**src/rtl/pulse_scheduler.sv**
```systemverilog
// pulse_scheduler: round-robin sequencer for the shared output register.
// The LFM, PSK and NOISE generators take turns driving the register. Each
// grant issues one START strobe, then after the pulse length (or an abort)
// one STOP strobe. The scheduler then waits for the register's READY, with
// a timeout, and holds an idle gap before it arbitrates again.
// Every output is a flop loaded from next-state values, so output pulses
// line up with the state that produces them.
module pulse_scheduler #(
  parameter int unsigned GAP_CYCLES    = 4,
  parameter int unsigned READY_TIMEOUT = 255,
  parameter int unsigned LEN_W         = 16
) (
  input  logic             CLK,
  input  logic             RESET,
  input  logic             REQ_LFM,
  input  logic             REQ_PSK,
  input  logic             REQ_NOISE,
  input  logic [LEN_W-1:0] LEN_LFM,
  input  logic [LEN_W-1:0] LEN_PSK,
  input  logic [LEN_W-1:0] LEN_NOISE,
  input  logic             ABORT,
  input  logic             OUT_READY,
  output logic [2:0]       GRANT,
  output logic             SIGN_LFM_START_CALC,
  output logic             SIGN_PSK_START_CALC,
  output logic             SIGN_NOISE_START_CALC,
  output logic             SIGN_LFM_STOP_CALC,
  output logic             SIGN_PSK_STOP_CALC,
  output logic             SIGN_NOISE_STOP_CALC,
  output logic             BUSY,
  output logic             TIMEOUT_ERR
);

  localparam int unsigned TW       = (READY_TIMEOUT > 1) ? $clog2(READY_TIMEOUT + 1) : 1;
  localparam int unsigned GAP_LAST = (GAP_CYCLES == 0) ? 0 : GAP_CYCLES - 1;
  localparam int unsigned GW       = (GAP_CYCLES > 2) ? $clog2(GAP_CYCLES) : 1;

  typedef enum logic [2:0] {
    S_IDLE,
    S_START,
    S_RUN,
    S_STOP,
    S_WAIT_RDY,
    S_GAP
  } state_e;

  typedef enum logic [1:0] {
    T_LFM   = 2'd0,
    T_PSK   = 2'd1,
    T_NOISE = 2'd2
  } type_e;

  state_e           state_q, state_d;
  type_e            type_q, type_d;
  type_e            ptr_q, ptr_d;
  logic [LEN_W-1:0] len_q, len_d;
  logic [LEN_W-1:0] run_q, run_d;
  logic [TW-1:0]    tcnt_q, tcnt_d;
  logic [TW-1:0]    tcnt_inc;
  logic [GW-1:0]    gcnt_q, gcnt_d;
  logic             err_q, err_d;

  logic [2:0]       grant_q, grant_d;
  logic [2:0]       start_q, start_d;
  logic [2:0]       stop_q, stop_d;
  logic             busy_q, busy_d;

  logic [2:0]       req_vec;
  logic             found;
  type_e            win;
  type_e            win_next;
  logic [LEN_W-1:0] win_len;
  logic [2:0]       type_sel;

  assign req_vec  = {REQ_NOISE, REQ_PSK, REQ_LFM};
  assign tcnt_inc = tcnt_q + TW'(1);

  // Round-robin search: first active request at or after the pointer, wrapping.
  always_comb begin
    logic [2:0] s;
    logic [1:0] p;
    found = 1'b0;
    win   = ptr_q;
    s     = '0;
    p     = '0;
    for (int unsigned i = 0; i < 3; i++) begin
      s = {1'b0, ptr_q} + 3'(i);
      if (s >= 3'd3) s = s - 3'd3;
      p = s[1:0];
      if (!found && req_vec[p]) begin
        found = 1'b1;
        win   = type_e'(p);
      end
    end
  end

  // Length of the winning request; a zero length still produces a one-cycle pulse.
  always_comb begin
    win_len  = LEN_LFM;
    win_next = T_PSK;
    case (win)
      T_LFM:   begin win_len = LEN_LFM;   win_next = T_PSK;   end
      T_PSK:   begin win_len = LEN_PSK;   win_next = T_NOISE; end
      T_NOISE: begin win_len = LEN_NOISE; win_next = T_LFM;   end
      default: begin win_len = LEN_LFM;   win_next = T_PSK;   end
    endcase
    if (win_len == '0) win_len = LEN_W'(1);
  end

  // Next-state and counter logic for the pulse sequence.
  always_comb begin
    state_d = state_q;
    type_d  = type_q;
    ptr_d   = ptr_q;
    len_d   = len_q;
    run_d   = run_q;
    tcnt_d  = tcnt_q;
    gcnt_d  = gcnt_q;
    err_d   = err_q;
    case (state_q)
      S_IDLE: begin
        if (OUT_READY && found) begin
          type_d  = win;
          ptr_d   = win_next;
          len_d   = win_len;
          state_d = S_START;
        end
      end
      S_START: begin
        // A length-1 pulse has no RUN cycle, so STOP follows START directly.
        run_d = len_q - LEN_W'(1);
        if (len_q == LEN_W'(1)) state_d = S_STOP;
        else                    state_d = S_RUN;
      end
      S_RUN: begin
        run_d = run_q - LEN_W'(1);
        if (ABORT || run_q == LEN_W'(1)) state_d = S_STOP;
      end
      S_STOP: begin
        tcnt_d  = '0;
        state_d = S_WAIT_RDY;
      end
      S_WAIT_RDY: begin
        if (OUT_READY) begin
          gcnt_d  = '0;
          state_d = S_GAP;
        end else begin
          tcnt_d = tcnt_inc;
          if (tcnt_inc == TW'(READY_TIMEOUT)) begin
            err_d   = 1'b1;
            gcnt_d  = '0;
            state_d = S_GAP;
          end
        end
      end
      S_GAP: begin
        if (gcnt_q == GW'(GAP_LAST)) state_d = S_IDLE;
        else                         gcnt_d  = gcnt_q + GW'(1);
      end
      default: state_d = S_IDLE;
    endcase
  end

  // Registered outputs decoded from the upcoming state.
  always_comb begin
    type_sel = 3'b001 << type_d;
    grant_d  = (state_d == S_START) ? type_sel : '0;
    start_d  = (state_d == S_START) ? type_sel : '0;
    stop_d   = (state_d == S_STOP)  ? type_sel : '0;
    busy_d   = (state_d != S_IDLE);
  end

  // Sequencer state, arbitration pointer and counters.
  always_ff @(posedge CLK or posedge RESET) begin
    if (RESET) begin
      state_q <= S_IDLE;
      type_q  <= T_LFM;
      ptr_q   <= T_LFM;
      len_q   <= '0;
      run_q   <= '0;
      tcnt_q  <= '0;
      gcnt_q  <= '0;
      err_q   <= 1'b0;
    end else begin
      state_q <= state_d;
      type_q  <= type_d;
      ptr_q   <= ptr_d;
      len_q   <= len_d;
      run_q   <= run_d;
      tcnt_q  <= tcnt_d;
      gcnt_q  <= gcnt_d;
      err_q   <= err_d;
    end
  end

  // Output flops; the asynchronous reset drops any strobe at once.
  always_ff @(posedge CLK or posedge RESET) begin
    if (RESET) begin
      grant_q <= '0;
      start_q <= '0;
      stop_q  <= '0;
      busy_q  <= 1'b0;
    end else begin
      grant_q <= grant_d;
      start_q <= start_d;
      stop_q  <= stop_d;
      busy_q  <= busy_d;
    end
  end

  assign GRANT                 = grant_q;
  assign SIGN_LFM_START_CALC   = start_q[0];
  assign SIGN_PSK_START_CALC   = start_q[1];
  assign SIGN_NOISE_START_CALC = start_q[2];
  assign SIGN_LFM_STOP_CALC    = stop_q[0];
  assign SIGN_PSK_STOP_CALC    = stop_q[1];
  assign SIGN_NOISE_STOP_CALC  = stop_q[2];
  assign BUSY                  = busy_q;
  assign TIMEOUT_ERR           = err_q;

endmodule

```
**config.mk**
```make
export PLATFORM = sky130hd
export DESIGN_NAME = pulse_scheduler
export DESIGN_NICKNAME = d
export VERILOG_FILES = /design/src/rtl/pulse_scheduler.sv
export SDC_FILE = /design/constraint.sdc
export NUM_CORES = 1
export LEC_CHECK = 0
export CORE_MARGIN = 5
export CORE_UTILIZATION = 57
export CTS_CLUSTER_DIAMETER = 150
export CTS_CLUSTER_SIZE = 24
export DETAILED_ROUTE_END_ITERATION = 8
export PLACE_DENSITY = 0.95
export SLEW_MARGIN = 10
export SYNTH_ARGS = -nofsm -noshare
export SYNTH_HDL_FRONTEND = slang
export SYNTH_SLANG_ARGS = --single-unit
```
**constraint.sdc**
```tcl
create_clock -name CLK -period 5.61 [get_ports CLK]
set_clock_uncertainty 0.1 [all_clocks]
set_input_delay 0.561 -clock CLK [delete_from_list [all_inputs] [get_ports CLK]]
set_output_delay 0.561 -clock CLK [all_outputs]
set_load 0.01 [all_outputs]
```
* After elaboration in Yosys (flattened, before gate mapping)
Index checks and enable logic that the tools add are counted.
Word-level totals: flip-flop bits (word level) 57, logic and storage cells 96, bits of input ports 55
Cells by class: $add $sub $neg 9, bitwise logic cells 1, shift-type cells 1, multiplexer cells 36, magnitude comparators 6, equal/unequal tests 16, reduce and logical (&&, ||, !) cells 16
Operators by type and width (count):
- $pmux 16 s2 | 2
- $eq 16x1->1 const B | 2
- $sub 16x1->16 const B | 2
- $mux 2 | 11
- $mux 3 | 7
- $pmux 3 s6 | 1
- $logic_not 16->1 | 1
- $mux 16 | 1
- $pmux 8 s2 | 1
- $eq 3x2->1 const B | 3
- $lt 2x3->1 const B | 3
- $add 8x1->8 const B | 1
- $eq 8x8->1 const B | 1
- $mux 8 | 1
- $pmux 2 s2 | 2
- $mux 1 | 7
- $bmux 1 s2 | 3
- $eq 3x1->1 const B | 2
- $eq 3x3->1 const B | 2
- $ge 3x2->1 const B | 2
- $reduce_and 3->1 | 2
- $reduce_bool 2->1 | 3
- $sub 2x2->2 const B | 3
- $eq 2x2->1 const B | 2
- 15 further kinds | 20

* Depth between registers and ports, before layout
depth after elaboration 16, mapped depth 17

* Least setup slack after synthesis
OpenSTA, ideal clock, no wires.
kind register to register, start reg ptr_q[1], end reg len_q[0], arrival time 3.021 ns, path slack 2.407 ns, clock period less this slack 3.203 ns, stages on the path, launching flop included 18, required time 5.428 ns, library setup time 0.082 ns, path buffers 3, cell sequence dfrtp_1 -> inv_1 -> ha_1 -> mux2i_1 -> o21ai_0 -> or2_2 -> clkbuf_1 -> a211o_1 -> nand2_1 -> inv_1 -> ha_1 -> buf_1 -> clkbuf_1 -> a22oi_1 -> o21ai_0 -> nor4_1 -> nand4_1 -> a31oi_1
Between the ends: word-level cells in the longest chain between the ends 15, elaborated cells between the ends (all ways) 34, classes of those cells add/sub (5); order compare (3); eq/ne (2); mux (17); reduce/logical (7)
Ends and longest elaborated chain:
- start, declared | RTL line 55 | type_e ptr_q, ptr_d;
- start signal, assigned | RTL line 187 | ptr_q <= ptr_d;
- parallel branches: the longest is 15 deep, another holds $add 2x1->3
- end signal, assigned | RTL line 188 | len_q <= len_d;
- end, declared | RTL line 56 | logic [LEN_W-1:0] len_q, len_d;
Several ways; the timed one is not identified. The select of a mux whose other input is x is not followed. A chain may end at the register's enable or synchronous reset.

* Worst setup path in the final report
Ends and elaborated chain as after synthesis.

==> run metrics <==
Post-CTS Setup Bufs 0; crit path DAT 3.95 ns; Layout area overhead 23.49%; die area 0.008039 mm^2; Tot Pwr 2.577 mW; DRT met1 WL 3678 um; leading area contributor after synthesis dfrtp_1; initial detailed-routing violation count 219; crit path time final 3.791 ns; Worst Slack Setup Final 1.819 ns; period utilization 67.57%; CTS clk-pin slew, worst paths 0.06 ns; final instance area 0.004467 mm^2; hold crit path type flip-flop to flip-flop; Post-synth EDFFs 0; Syn Nets 505; grt ovf 0; Yosys cell types 58; synthesized instance count 436; Fmax achieved 263.8 MHz; Ys Warns 0; Inst Count DP 558; Setup crit end kind flip-flop; sequential fraction of the synthesis area 39.43%; met3 WL post-DR 606 um; final setup violation count 0; first-pass GRT wire length 15280 um; Root Buffer clkbuf_8; synthesized area 0.003617 mm^2; hold slack 0.3736 ns; Slew headroom 43.26%; initial antenna violation count 0; uppermost layer routed met4; Initial Utilization 57.62%; port bufs 65; Slew @ Worst Pin 0.8511 ns; Post-synth ARST share 100.0%; Synth Flop Type dfrtp_1; nets@finish 561; Placer Congestion 0.9115; Detailed Route WL 9136 um; Setup CP Type flip-flop to flip-flop; vias post-DR 3477; CP peak stage delay 0.80 ns; vias per inst 6.068; number of global-route vias before repair 3398; CTS tree yes; IO Count 66; RSZ-0062 raised after global routing no; clk sinks 57; hold_buf cts 0; ANT nets after route 0; Crit path required time 5.77 ns; top cell type's share of synthesized area 39.43%; core region area 0.006277 mm^2; fillcell total 454; startpoint types flip-flop; Antenna Cells 0; Slowest-stage cell, CP ha_1; DP HPWL 6828 um; clock tree buffer depth 2; # H-tree levels 3; status finished, final reports clean; syn avg cell area 8.296 um^2; final hold vios 0; Rows 29; gr usage total 24.32%; Avg WL per Cell 15.94 um; router iterations before antenna repair 5; synthesized flop and latch total 57; multi-input logic area 0.002004 mm^2; Die H 89.66 um; # Max-Cap Violations 0; Clk Latency, worst-skew pair 0.34 ns; die width 89.66 um; list of most frequent post-synthesis cells 85 x nand2_1, 57 x dfrtp_1, 40 x o21ai_0, 26 x nor2_1, 21 x inv_1; cts bufs inserted 9; fin cells 573; Setup TNS Final 0 ns; crit-path cells inv_1 > ha_1 > mux2i_1 > o21ai_0 > or2_2 > o22ai_1 > nand2_1 > ha_1 > o21ai_0 > nor4_1 > nand4_1 > a31oi_1; Placement Cell Area 0.004272 mm^2; Cell Pwr Density 576.9 mW/mm^2; peak supply drop 615.9 uV; crit-path max FO 33; utilization after layout 71.16%; met2 WL 4633 um; largest net degree at the start of global routing 58; Place WS 1.687 ns; DRC 0; top-count cell post-synth nand2_1; share of cells above drive strength 1 6.250%; register area 0.001426 mm^2; final number of max-transition violations 0; CTS resizes 0; Synth area leaders dfrtp_1 39%, nand2_1 8.8%, o21ai_0 5.5%; Pleak 1.885 nW
[flip-flops by register name (all words and copies together) (netlist names)]
name / count
start_q: 3
len_q: 16
tcnt_q: 8
run_q: 16
gcnt_q: 2
BUSY: 1
TIMEOUT_ERR: 1
stop_q: 3
state_q: 3
ptr_q: 2
type_q: 2
[layer usage]
layer  track usage (%)  up-vias
met3             5.109       23
met2             42.75      150
met4             10.42        0
met5                 0        -
li1                  -     1651
met1             28.60     1653
[worst max-delay path, delay by kind of cell (launching register included)]
kind / cells / cell delay [ns]
AO/OA/AOI/OAI: 4 / 0.77
adder cells (fa/ha/maj): 2 / 1.03
buffers and inverters: 1 / 0.14
flip-flops: 1 / 0.42
multiplexers: 1 / 0.24
AND/OR/NAND/NOR: 4 / 1.01
[report_power, final]
| part | total, mW | internal (mW) | leakage, nW | switching [mW] |
|---|---|---|---|---|
| registers | 0.751 | 0.569 | 0.725 | 0.182 |
| clock network | 0.383 | 0.225 | 0.102 | 0.158 |
| logic | 1.44 | 0.558 | 1.06 | 0.884 |
[final timing paths]
path | from | endpoint | slack, ns | cells after the start
setup reg to reg | ptr_q[1]$_DFFE_PP0P_ | len_q[0]$_DFFE_PP0P_ | 1.82 | 12
hold / removal | TIMEOUT_ERR$_DFFE_PP0P_ | TIMEOUT_ERR$_DFFE_PP0P_ | 0.37 | 1
setup / recovery | ptr_q[1]$_DFFE_PP0P_ | len_q[0]$_DFFE_PP0P_ | 1.82 | 12
hold reg to reg | TIMEOUT_ERR$_DFFE_PP0P_ | TIMEOUT_ERR$_DFFE_PP0P_ | 0.37 | 1
min in group asynchronous | RESET | start_q[0]$_DFF_PP0_ | 0.64 | 3
max in group asynchronous | RESET | run_q[6]$_DFFE_PP0P_ | 4.28 | 3
[layout by cell type (no fill, tap or decap), types with 3 or more instances in the layout]
cell type and instances:
clkdlybuf4s50_1 65, inv_1 20, or3_1 7, nor4_1 9
ha_1 14, a21oi_1 16, a31oi_1 5, o21ai_0 40
o22ai_1 7, nand3b_1 5, dfrtp_1 57, xnor2_1 15
nand2_1 85, clkbuf_8 11, nand3_1 9, nor2_1 26
o21a_1 4, o211ai_1 3, a211o_1 3, nand2b_1 5
nor3_1 17, a22oi_1 16, nor3b_1 3, nor2b_1 3
[logic make-up (layout without fill, tap and decap cells)]
group,Yosys count,count (layout),share of synthesized area [%]
xor gates and xnor gates,17,17,4.116
buffers and inverters,43,103,5.154
AOI/OAI and AO/OA,113,113,19.79
and+or+nand+nor,190,190,26.08
DFF,57,57,39.43
muxes,2,2,0.5880
adders and majority gates,14,14,4.843
[cell type report]
class / instances / share of cell area, %
clock buffer: 12 / 3.473
clock inverter: 3 / 0.8964
inverter: 21 / 1.765
multi-input combinational: 336 / 44.87
sequential: 57 / 31.93
tap: 77 / 2.157
timing repair buffer: 67 / 14.90
No activity file was read; power rests on OpenSTA's default activity.
